==> src/rtl/alu_pkg.sv <==
// Shared opcode constants, FSM states and sizing for the ALU sequencer.
package alu_pkg;

    localparam int DATA_W_DEF = 32;
    localparam int NUM_OPS    = 13;

    localparam int OP_ADD  = 0;
    localparam int OP_SUB  = 1;
    localparam int OP_AND  = 2;
    localparam int OP_OR   = 3;
    localparam int OP_SHR  = 4;
    localparam int OP_SHRA = 5;
    localparam int OP_SHL  = 6;
    localparam int OP_ROR  = 7;
    localparam int OP_ROL  = 8;
    localparam int OP_MUL  = 9;
    localparam int OP_DIV  = 10;
    localparam int OP_NEG  = 11;
    localparam int OP_NOT  = 12;

    typedef enum logic [2:0] {
        S_IDLE,
        S_LOAD,
        S_EXEC,
        S_CAPT,
        S_DONE
    } state_t;

endpackage

==> src/rtl/alu_sequencer_op_decode.sv <==
// Opcode to one-hot ALU strobe vector; bit index equals opcode value.
module op_decode
    import alu_pkg::*;
(
    input  logic [4:0]         opcode,
    output logic [NUM_OPS-1:0] strb,
    output logic               legal
);

    always_comb begin
        legal = (opcode < 5'(NUM_OPS));
        strb  = '0;
        if (legal) begin
            strb = {{(NUM_OPS-1){1'b0}}, 1'b1} << opcode;
        end
    end

endmodule

==> src/rtl/alu_sequencer.sv <==
// Sequences one ALU operation at a time: latch, strobe, capture, hand off.
module alu_sequencer
    import alu_pkg::*;
#(
    parameter int DATA_W = DATA_W_DEF
) (
    input  logic                clk,
    input  logic                clear,
    input  logic                op_valid,
    output logic                op_ready,
    input  logic [4:0]          opcode,
    input  logic [DATA_W-1:0]   src_a,
    input  logic [DATA_W-1:0]   src_b,
    output logic [DATA_W-1:0]   y_out,
    output logic [DATA_W-1:0]   a_out,
    output logic [DATA_W-1:0]   b_out,
    output logic                alu_add,
    output logic                alu_sub,
    output logic                alu_and,
    output logic                alu_or,
    output logic                alu_shr,
    output logic                alu_shra,
    output logic                alu_shl,
    output logic                alu_ror,
    output logic                alu_rol,
    output logic                alu_mul,
    output logic                alu_div,
    output logic                alu_neg,
    output logic                alu_not,
    input  logic [2*DATA_W-1:0] alu_c,
    output logic                res_valid,
    input  logic                res_ready,
    output logic [DATA_W-1:0]   z_hi,
    output logic [DATA_W-1:0]   z_lo,
    output logic                err_div0,
    output logic                err_badop
);

    state_t               r_state;
    state_t               w_next;
    logic [DATA_W-1:0]    r_a;
    logic [DATA_W-1:0]    r_b;
    logic [NUM_OPS-1:0]   r_strb;
    logic [DATA_W-1:0]    r_zhi;
    logic [DATA_W-1:0]    r_zlo;
    logic                 r_err_div0;
    logic                 r_err_badop;
    logic [NUM_OPS-1:0]   w_dec_strb;
    logic                 w_legal;
    logic [NUM_OPS-1:0]   w_strb;
    logic                 w_accept;
    logic                 w_div0;
    logic                 w_fast;
    logic                 w_wide;

    op_decode u_dec (
        .opcode (opcode),
        .strb   (w_dec_strb),
        .legal  (w_legal)
    );

    assign w_accept = op_valid & op_ready;
    assign w_div0   = w_legal & w_dec_strb[OP_DIV] & (src_b == '0);
    // Errors skip the ALU entirely and report straight from DONE.
    assign w_fast   = ~w_legal | w_div0;
    assign w_wide   = r_strb[OP_MUL] | r_strb[OP_DIV];

    always_ff @(posedge clk) begin
        if (clear) begin
            r_state <= S_IDLE;
        end else begin
            r_state <= w_next;
        end
    end

    always_comb begin
        w_next = r_state;
        unique case (r_state)
            S_IDLE: begin
                if (w_accept) w_next = w_fast ? S_DONE : S_LOAD;
            end
            S_LOAD: w_next = S_EXEC;
            S_EXEC: w_next = S_CAPT;
            S_CAPT: w_next = S_DONE;
            S_DONE: begin
                if (w_accept)       w_next = w_fast ? S_DONE : S_LOAD;
                else if (res_ready) w_next = S_IDLE;
            end
            default: w_next = S_IDLE;
        endcase
    end

    always_comb begin
        op_ready  = (r_state == S_IDLE) | ((r_state == S_DONE) & res_ready);
        res_valid = (r_state == S_DONE);
        w_strb    = (r_state == S_EXEC) ? r_strb : '0;
    end

    always_ff @(posedge clk) begin
        if (clear) begin
            r_a         <= '0;
            r_b         <= '0;
            r_strb      <= '0;
            r_zhi       <= '0;
            r_zlo       <= '0;
            r_err_div0  <= 1'b0;
            r_err_badop <= 1'b0;
        end else if (w_accept) begin
            r_a         <= src_a;
            r_b         <= src_b;
            r_strb      <= w_dec_strb;
            r_zhi       <= '0;
            r_zlo       <= '0;
            r_err_div0  <= w_div0;
            r_err_badop <= ~w_legal;
        end else if (r_state == S_CAPT) begin
            r_zlo <= alu_c[DATA_W-1:0];
            r_zhi <= w_wide ? alu_c[2*DATA_W-1:DATA_W] : '0;
        end
    end

    assign y_out     = r_a;
    assign a_out     = r_a;
    assign b_out     = r_b;
    assign z_hi      = r_zhi;
    assign z_lo      = r_zlo;
    assign err_div0  = r_err_div0;
    assign err_badop = r_err_badop;

    assign alu_add  = w_strb[OP_ADD];
    assign alu_sub  = w_strb[OP_SUB];
    assign alu_and  = w_strb[OP_AND];
    assign alu_or   = w_strb[OP_OR];
    assign alu_shr  = w_strb[OP_SHR];
    assign alu_shra = w_strb[OP_SHRA];
    assign alu_shl  = w_strb[OP_SHL];
    assign alu_ror  = w_strb[OP_ROR];
    assign alu_rol  = w_strb[OP_ROL];
    assign alu_mul  = w_strb[OP_MUL];
    assign alu_div  = w_strb[OP_DIV];
    assign alu_neg  = w_strb[OP_NEG];
    assign alu_not  = w_strb[OP_NOT];

endmodule

==> config.mk <==
export PLATFORM = sky130hd
export DESIGN_NAME = alu_sequencer
export DESIGN_NICKNAME = d
export VERILOG_FILES = /design/src/rtl/alu_pkg.sv /design/src/rtl/alu_sequencer_op_decode.sv /design/src/rtl/alu_sequencer.sv
export SDC_FILE = /design/constraint.sdc
export NUM_CORES = 1
export LEC_CHECK = 0
export CAP_MARGIN = 20
export CORE_MARGIN = 5
export CORE_UTILIZATION = 35
export CTS_CLUSTER_DIAMETER = 50
export CTS_CLUSTER_SIZE = 40
export DETAILED_ROUTE_END_ITERATION = 10
export PLACE_DENSITY = 0.83
export REMOVE_ABC_BUFFERS = 1
export SLEW_MARGIN = 15
export SYNTH_ARGS = -nofsm -noshare
export SYNTH_HDL_FRONTEND = slang
export SYNTH_SLANG_ARGS = --single-unit
export TNS_END_PERCENT = 100
==> constraint.sdc <==
create_clock -name clk -period 1.33 [get_ports clk]
set_input_delay 0.266 -clock clk [delete_from_list [all_inputs] [get_ports clk]]
set_output_delay 0.266 -clock clk [all_outputs]
set_load 0.05 [all_outputs]
==> results of run 1 <==
## kinds of logic (layout without fill, tap and decap cells)
kind of cell / count (synthesis) / after routing
xor+xnor: 1 / 1
compound gates: 151 / 151
flops: 146 / 146
buf+inv: 85 / 490
simple gates: 316 / 317
## cells in the mapped netlist, types with 2 or more instances
master and instances:
nand2_1 226, dfxtp_1 146, a21oi_1 129, buf_4 36, nand3_1 33, buf_2 23, clkbuf_1 19, and2_1 14
a22o_1 8, nor2_1 7, nor4_1 7, nor3_1 6, buf_6 5, a32o_1 4, and3_1 3, nand4_1 3
a211oi_1 2, a31o_2 2, and4_1 2, nand2b_1 2, nor2b_1 2, or2_2 2
## area by class of cell
type,instances,area (sq um),area share (%)
repair buffers,457,7130,47.7
multi-input cells,469,3940,26.4
flip-flops and latches,146,2980,20.0
clock buffers,19,453,3.03
well taps,216,270,1.81
clock inverters,13,174,1.16
inverters,1,3.75,0.0251
## placed cells by master (no fill, tap or decap), types with 2 or more instances in the layout
cell type,Yosys,final
a21oi_2,0,118
a21oi_4,0,10
a22o_1,8,8
a32o_1,4,4
and2_4,0,14
and3_1,3,2
and3_4,0,2
buf_12,0,205
buf_16,0,28
buf_4,36,45
buf_6,5,35
buf_8,1,3
bufinv_16,0,3
clkbuf_16,0,22
clkbuf_8,0,2
clkdlybuf4s50_1,0,132
clkinv_4,0,3
clkinvlp_4,0,2
dfxtp_1,146,101
dfxtp_2,0,43
dfxtp_4,0,2
dlygate4sd2_1,0,3
inv_6,0,3
nand2_1,226,103
nand2_2,0,45
nand2_4,0,77
nand3_1,33,5
nand3_2,0,15
nand3_4,0,13
nand4_1,3,3
nor2_1,7,4
nor2_4,1,4
nor3_1,6,2
nor3_4,0,4
nor3b_4,0,2
nor4_1,7,5
nor4_2,0,2
or2_2,2,2
## layer usage
| metal | wire length, microns | global-route usage [%] | vias to the layer above | part of all wire [%] |
|---|---|---|---|---|
| met4 | 2720 | 20.8 | 0 | 6.6 |
| li1 | - | - | 3118 | - |
| met5 | 0 | 0 | - | 0 |
| met3 | 4510 | 13.3 | 195 | 11 |
| met1 | 13500 | 35.1 | 3812 | 33 |
| met2 | 20700 | 60.3 | 688 | 50 |
## flip-flops by register name, summed over array words and instances, names as in the netlist
register / count
z_lo: 32
z_hi: 32
b_out: 32
r_strb: 13
a_out: 32
err_badop: 1
err_div0: 1
r_state: 3
## what timing repair did
action,in CTS,in global routing
hold buffers,0,0
setup endpoints to repair,200,185
gates cloned,37,5
gates resized for setup,279,294
setup buffers,44,24
pin swaps,117,141
endpoints found under the hold margin,0,0
## stage by stage
stage	worst slack (ns)	util, %
2_1_floorplan	-2.14	-
3_3_place_gp	-0.517	67.8
3_5_place_dp	-0.553	67.8
4_1_cts	-0.457	86.4
5_1_grt	-0.537	93.8
6_report	-0.500	93.8
## power breakdown
group / switching, uW / internal (uW) / leakage [uW]
logic: 3330 / 3220 / 0.00434
clock network: 2180 / 3090 / 0.000302
registers: 454 / 4630 / 0.00121
## tightest hold or removal path: cells and delay by family
family / cells / cell delay (ns)
buffers and inverters: 2 / 0.27
AO/OA/AOI/OAI: 1 / 0.06
## worst min-delay path by stage
stage                                 from                 endpoint  slack [ns]  cells after the start
floorplan                            clear    a_out[0]$_SDFFE_PP0N_        0.34                      1
detailed placement  r_strb[8]$_SDFFE_PP0N_   r_strb[8]$_SDFFE_PP0N_        0.44                      1
global route                         clear  r_state[2]$_SDFFE_PP0P_        0.23                      3
finish                               clear  r_state[2]$_SDFFE_PP0P_        0.22                      3
global placement    r_strb[8]$_SDFFE_PP0N_   r_strb[8]$_SDFFE_PP0N_        0.43                      1
CTS                                  clear  r_state[2]$_SDFFE_PP0P_        0.17                      3
==> impl_metrics.toml, run 1 <==
[cts]
clock-sinks = 146
path_clk_slew_ns = 0.06
tritoncts = "yes"
clk_path_buf_depth = 2
h-tree-depth = 4
cts_buffers = 17
insertion_delay_ns = 0.43
cts_root_buffer = "clkbuf_16"

[layout]
finish.instance_area_sq_um = 15000
drive_gt1_share_pct = 65.2
nFillCells = 422
final_nets = 1229
syn2layout_area_growth_pct = 163
layoutNonFillerInstCount = 1321
diodes = 0

[synth]
syn_area_sq_um = 5690
ys_seq_elements = 146
synth_top_family_by_area = "simple AND/OR/NAND/NOR gates"
synth.avg_cell_area_sq_um = 8.14
synth_enable_flop_cells = 0
synthMuxAreaShare_pct = 0
synth_compound_area_share_pct = 14.6
synth.distinct_cells = 40
synth_area_leaders = "dfxtp_1 51%, nand2_1 15%, a21oi_1 11%"
async_flop_share_pct = 0
syn_inst = 699
ys_seq_area_share_pct = 51.4
netlist.area_leader.share_pct = 51.4
yosys.area.top_type = "dfxtp_1"
yosys.area_share.adder_pct = 0
yosys.area_share.xor_xnor_pct = 0.154
synth-simple-area-share_pct = 24.5
ys_warn_count = 0
ys.flop_type = "dfxtp_1"

[die]
dieWidth_microns = 137
start_util_pct = 35.7
coreArea_sq_um = 15900
dieArea_sq_um = 18900
die_y_microns = 137
row_count = 46
io_pins = 314

[detailed_routing]
vias = 7813
drtIter0Drc = 692
wl_per_cell_microns = 31.4
finalWirelength_microns = 41400
vias_per_cell = 5.91
drc_errors = 0
ant_nets = 0
drtPass1Iterations = 5

[setup_path]
setup.worst_path.start_class = "flip-flop"
slowest_delay_ns = 0.37
path_cells = "nor3b_4, buf_6, and2_4, buf_12"
path_buf_inv = 2
crit_type = "flip-flop to primary output"
cp-end-kind = "primary output"
path_depth = 4
reg2reg_depth = 8
crit_required_ns = 1.06
r2r_start = "r_state[2]$_SDFFE_PP0P_"
rr_endpoint = "z_hi[26]$_SDFFE_PP0P_"
ff2ff_setup_slack_ns = -0.44
critPathMaxFanout = 7
cp-endpoint = "alu_or"
crit_start = "r_state[2]$_SDFFE_PP0P_"
crit_family = "simple AND/OR/NAND/NOR gates"
crit_path_top_delay_cell = "dfxtp_4"
critPathArrivalTime_ns = 1.56

[grt]
antenna_found_initial = 0
grt_start_max_net_pins = 67
grt_usage_pct = 34.7
grt_pass1_wl_microns = 48700
grt_overflow = 0
grt_pass1_vias = 7938

[place]
portBuffers = 313
place.gp.congestion = 0.798
dpl_cell_area_sq_um = 10800
dp_hpwl_microns = 16900
dp_cells = 1194

[outcome]
violations = "setup timing"
outcome = "complete, but fails checks"

[job]
maxCapViolCount = 0

[sta]
fin_setup_tns_ns = -51.24
period_minus_slack_ns = 1.83
hold_slack_ns = 0.222
slew_violations = 0
timing.fmax_mhz = 546
final_hold_viol_count = 0
finalClockSkew_ns = 0.00856
max_slew_margin_pct = 67.6
rsz0062_at_grt = "yes"
fin_crit_sh_pct = 138
setup_viol = 164
fin_ws_ns = -0.500
worst_pin_slew_ns = 0.485

[power_and_ir_drop]
cellPowerDensity_nw_per_um2 = 1130
p_total_uw = 16900
leakage_uw = 0.00584
vdd_drop_max_mv = 0.987

[worst_hold_path]
min-delay-path-class = "primary input to flip-flop"
Power figures use the tool's default switching activity.
==> run 2: changes to the inputs <==
--- a/config.mk
+++ b/config.mk
@@ -12,4 +12,5 @@
 export CTS_CLUSTER_SIZE = 40
 export DETAILED_ROUTE_END_ITERATION = 10
+export GPL_TIMING_DRIVEN = 1
 export PLACE_DENSITY = 0.83
 export REMOVE_ABC_BUFFERS = 1
==> constraint.sdc (replaced) <==
create_clock -name clk -period 1.33 [get_ports clk]
set_input_delay 0.133 -clock clk [delete_from_list [all_inputs] [get_ports clk]]
set_output_delay 0.133 -clock clk [all_outputs]
set_load 0.05 [all_outputs]
==> impl_metrics.toml, run 2 (synthesized netlist as in run 1, its figures left out) <==
[die]
dieArea_sq_um = 18900
dieWidth_microns = 137
io_pins = 314
coreArea_sq_um = 15900
die_y_microns = 137
row_count = 46
start_util_pct = 35.7

[sta]
timing.fmax_mhz = 583
final_hold_viol_count = 0
period_minus_slack_ns = 1.71
max_slew_margin_pct = 68.5
hold_slack_ns = 0.172
finalClockSkew_ns = 0.00905
setup_viol = 159
fin_crit_sh_pct = 129
slew_violations = 0
worst_pin_slew_ns = 0.468
fin_ws_ns = -0.384
fin_setup_tns_ns = -25.17
rsz0062_at_grt = "yes"

[setup_path]
ff2ff_setup_slack_ns = -0.28
critPathArrivalTime_ns = 1.58
critPathMaxFanout = 7
crit_type = "flip-flop to primary output"
rr_endpoint = "b_out[26]$_SDFFE_PP0N_"
crit_start = "r_state[2]$_SDFFE_PP0P_"
reg2reg_depth = 9
r2r_start = "r_state[2]$_SDFFE_PP0P_"
crit_required_ns = 1.20
setup.worst_path.start_class = "flip-flop"
cp-end-kind = "primary output"
cp-endpoint = "alu_shr"

[grt]
top_usage_layer = "met2"
grtUsageMet2_pct = 48.9
grt_start_max_net_pins = 70
grt_usage_pct = 27.2
met1_usage_pct = 28.1
grt_pass1_vias = 7045
grt_pass1_wl_microns = 39400
grt_overflow = 0
antenna_found_initial = 0
use_met3_pct = 10.3

[cts]
insertion_delay_ns = 0.41
cts_buffers = 17
path_clk_slew_ns = 0.06
clk_path_buf_depth = 2
tritoncts = "yes"
cts_root_buffer = "clkbuf_16"
clock-sinks = 146
hold_buffers = 0
h-tree-depth = 4

[detailed_routing]
vias = 6953
drtIter0Drc = 376
drc_errors = 0
wl_per_cell_microns = 23.6
vias_per_cell = 5.42
finalWirelength_microns = 30300
drtPass1Iterations = 7
ant_nets = 0

[layout]
nFillCells = 740
finish.instance_area_sq_um = 13100
layout_commonest_cell = "nand2_1"
diodes = 0
syn2layout_area_growth_pct = 130
final_cell_mix = "192 x nand2_1, 191 x buf_12, 143 x dfxtp_1"
final_nets = 1192
drive_gt1_share_pct = 44.7

[power_and_ir_drop]
cellPowerDensity_nw_per_um2 = 1190
power.share.sequential_pct = 32.1
p_sw_share_pct = 32.4
pwr-share-comb_pct = 35.0
leakage_uw = 0.00494
clock_power_share_pct = 32.9
p_int_uw = 10500
power.switching_uw = 5020
vdd_drop_max_mv = 0.926

[place]
dp_hpwl_microns = 16900
place.gp.congestion = 0.779
dpl_cell_area_sq_um = 10900
portBuffers = 313

[outcome]
outcome = "complete, but fails checks"
violations = "setup timing"

[worst_hold_path]
min-delay-path-class = "primary input to flip-flop"

[job]
maxCapViolCount = 0
==> run 2: cell types whose count changed in the layout (fill, tap and decap cells not counted), sizes merged, moves of 2 or more <==
cell / previous run / this run
buf: 317 / 276
clkinv: 4 / 8
inv: 5 / 1
bufbuf: 0 / 3
dlygate4sd2: 3 / 0
clkdlybuf4s50: 132 / 134
==> run 2: critical path: stages, from the launching register on <==
cell and delay [ns]:
dfxtp_4 0.35, buf_6 0.11, nor3b_4 0.25, buf_6 0.17, and2_4 0.16, buf_12 0.13
==> run 2: worst min-delay path by stage <==
stage                              end  cells past startpoint              startpoint
6_report        r_strb[3]$_SDFFE_PP0N_                      2               opcode[1]
5_1_grt         r_strb[3]$_SDFFE_PP0N_                      2               opcode[1]
4_1_cts        r_state[0]$_SDFFE_PP0P_                      4                   clear
3_5_place_dp    r_strb[8]$_SDFFE_PP0N_                      1  r_strb[8]$_SDFFE_PP0N_
3_3_place_gp    r_strb[8]$_SDFFE_PP0N_                      1  r_strb[8]$_SDFFE_PP0N_
2_1_floorplan    a_out[0]$_SDFFE_PP0N_                      1                   clear
==> run 2: routing by layer <==
layer  routed length (microns)  vias to the layer above
met5                         0                        -
met4                      1320                        0
met3                      3610                       93
met2                     15300                      461
met1                     10100                     3369
li1                          -                     3030
==> run 2: cell type report <==
cell class / instances / area, sq um / area share, %
Timing Repair Buffer: 420 / 6410 / 49.1
Sequential cell: 146 / 2930 / 22.5
Multi-Input combinational cell: 469 / 2830 / 21.6
Clock buffer: 17 / 425 / 3.26
Tap cell: 216 / 270 / 2.07
Clock inverter: 14 / 190 / 1.46
Inverter: 1 / 3.75 / 0.0287
==> run 2: per-stage QoR <==
step	worst slack (ns)	std cells	utilization, %	power (uW)
floorplan	-2.14	615	-	6550
global placement	-0.504	1201	68.3	8910
detailed placement	-0.532	1201	68.3	8990
CTS	-0.369	1271	78.2	14900
global route	-0.457	1283	82.0	15900
finish	-0.384	1283	82.0	15500
==> run 2: what timing repair did <==
action,4_1_cts,5_1_grt
setup endpoints to repair,159,160
gates resized for setup,89,114
cloned,18,7
buffers inserted,21,6
pin swaps,48,26
==> run 2: power by group through the flow <==
stage	Sequential [uW]	Clock, uW	Combinational, uW
after floorplan	5890	0	660
after global placement	5010	0	3900
after detailed placement	5030	0	3970
after CTS	4940	5100	4850
after global routing	4990	5320	5560
final	4970	5100	5420
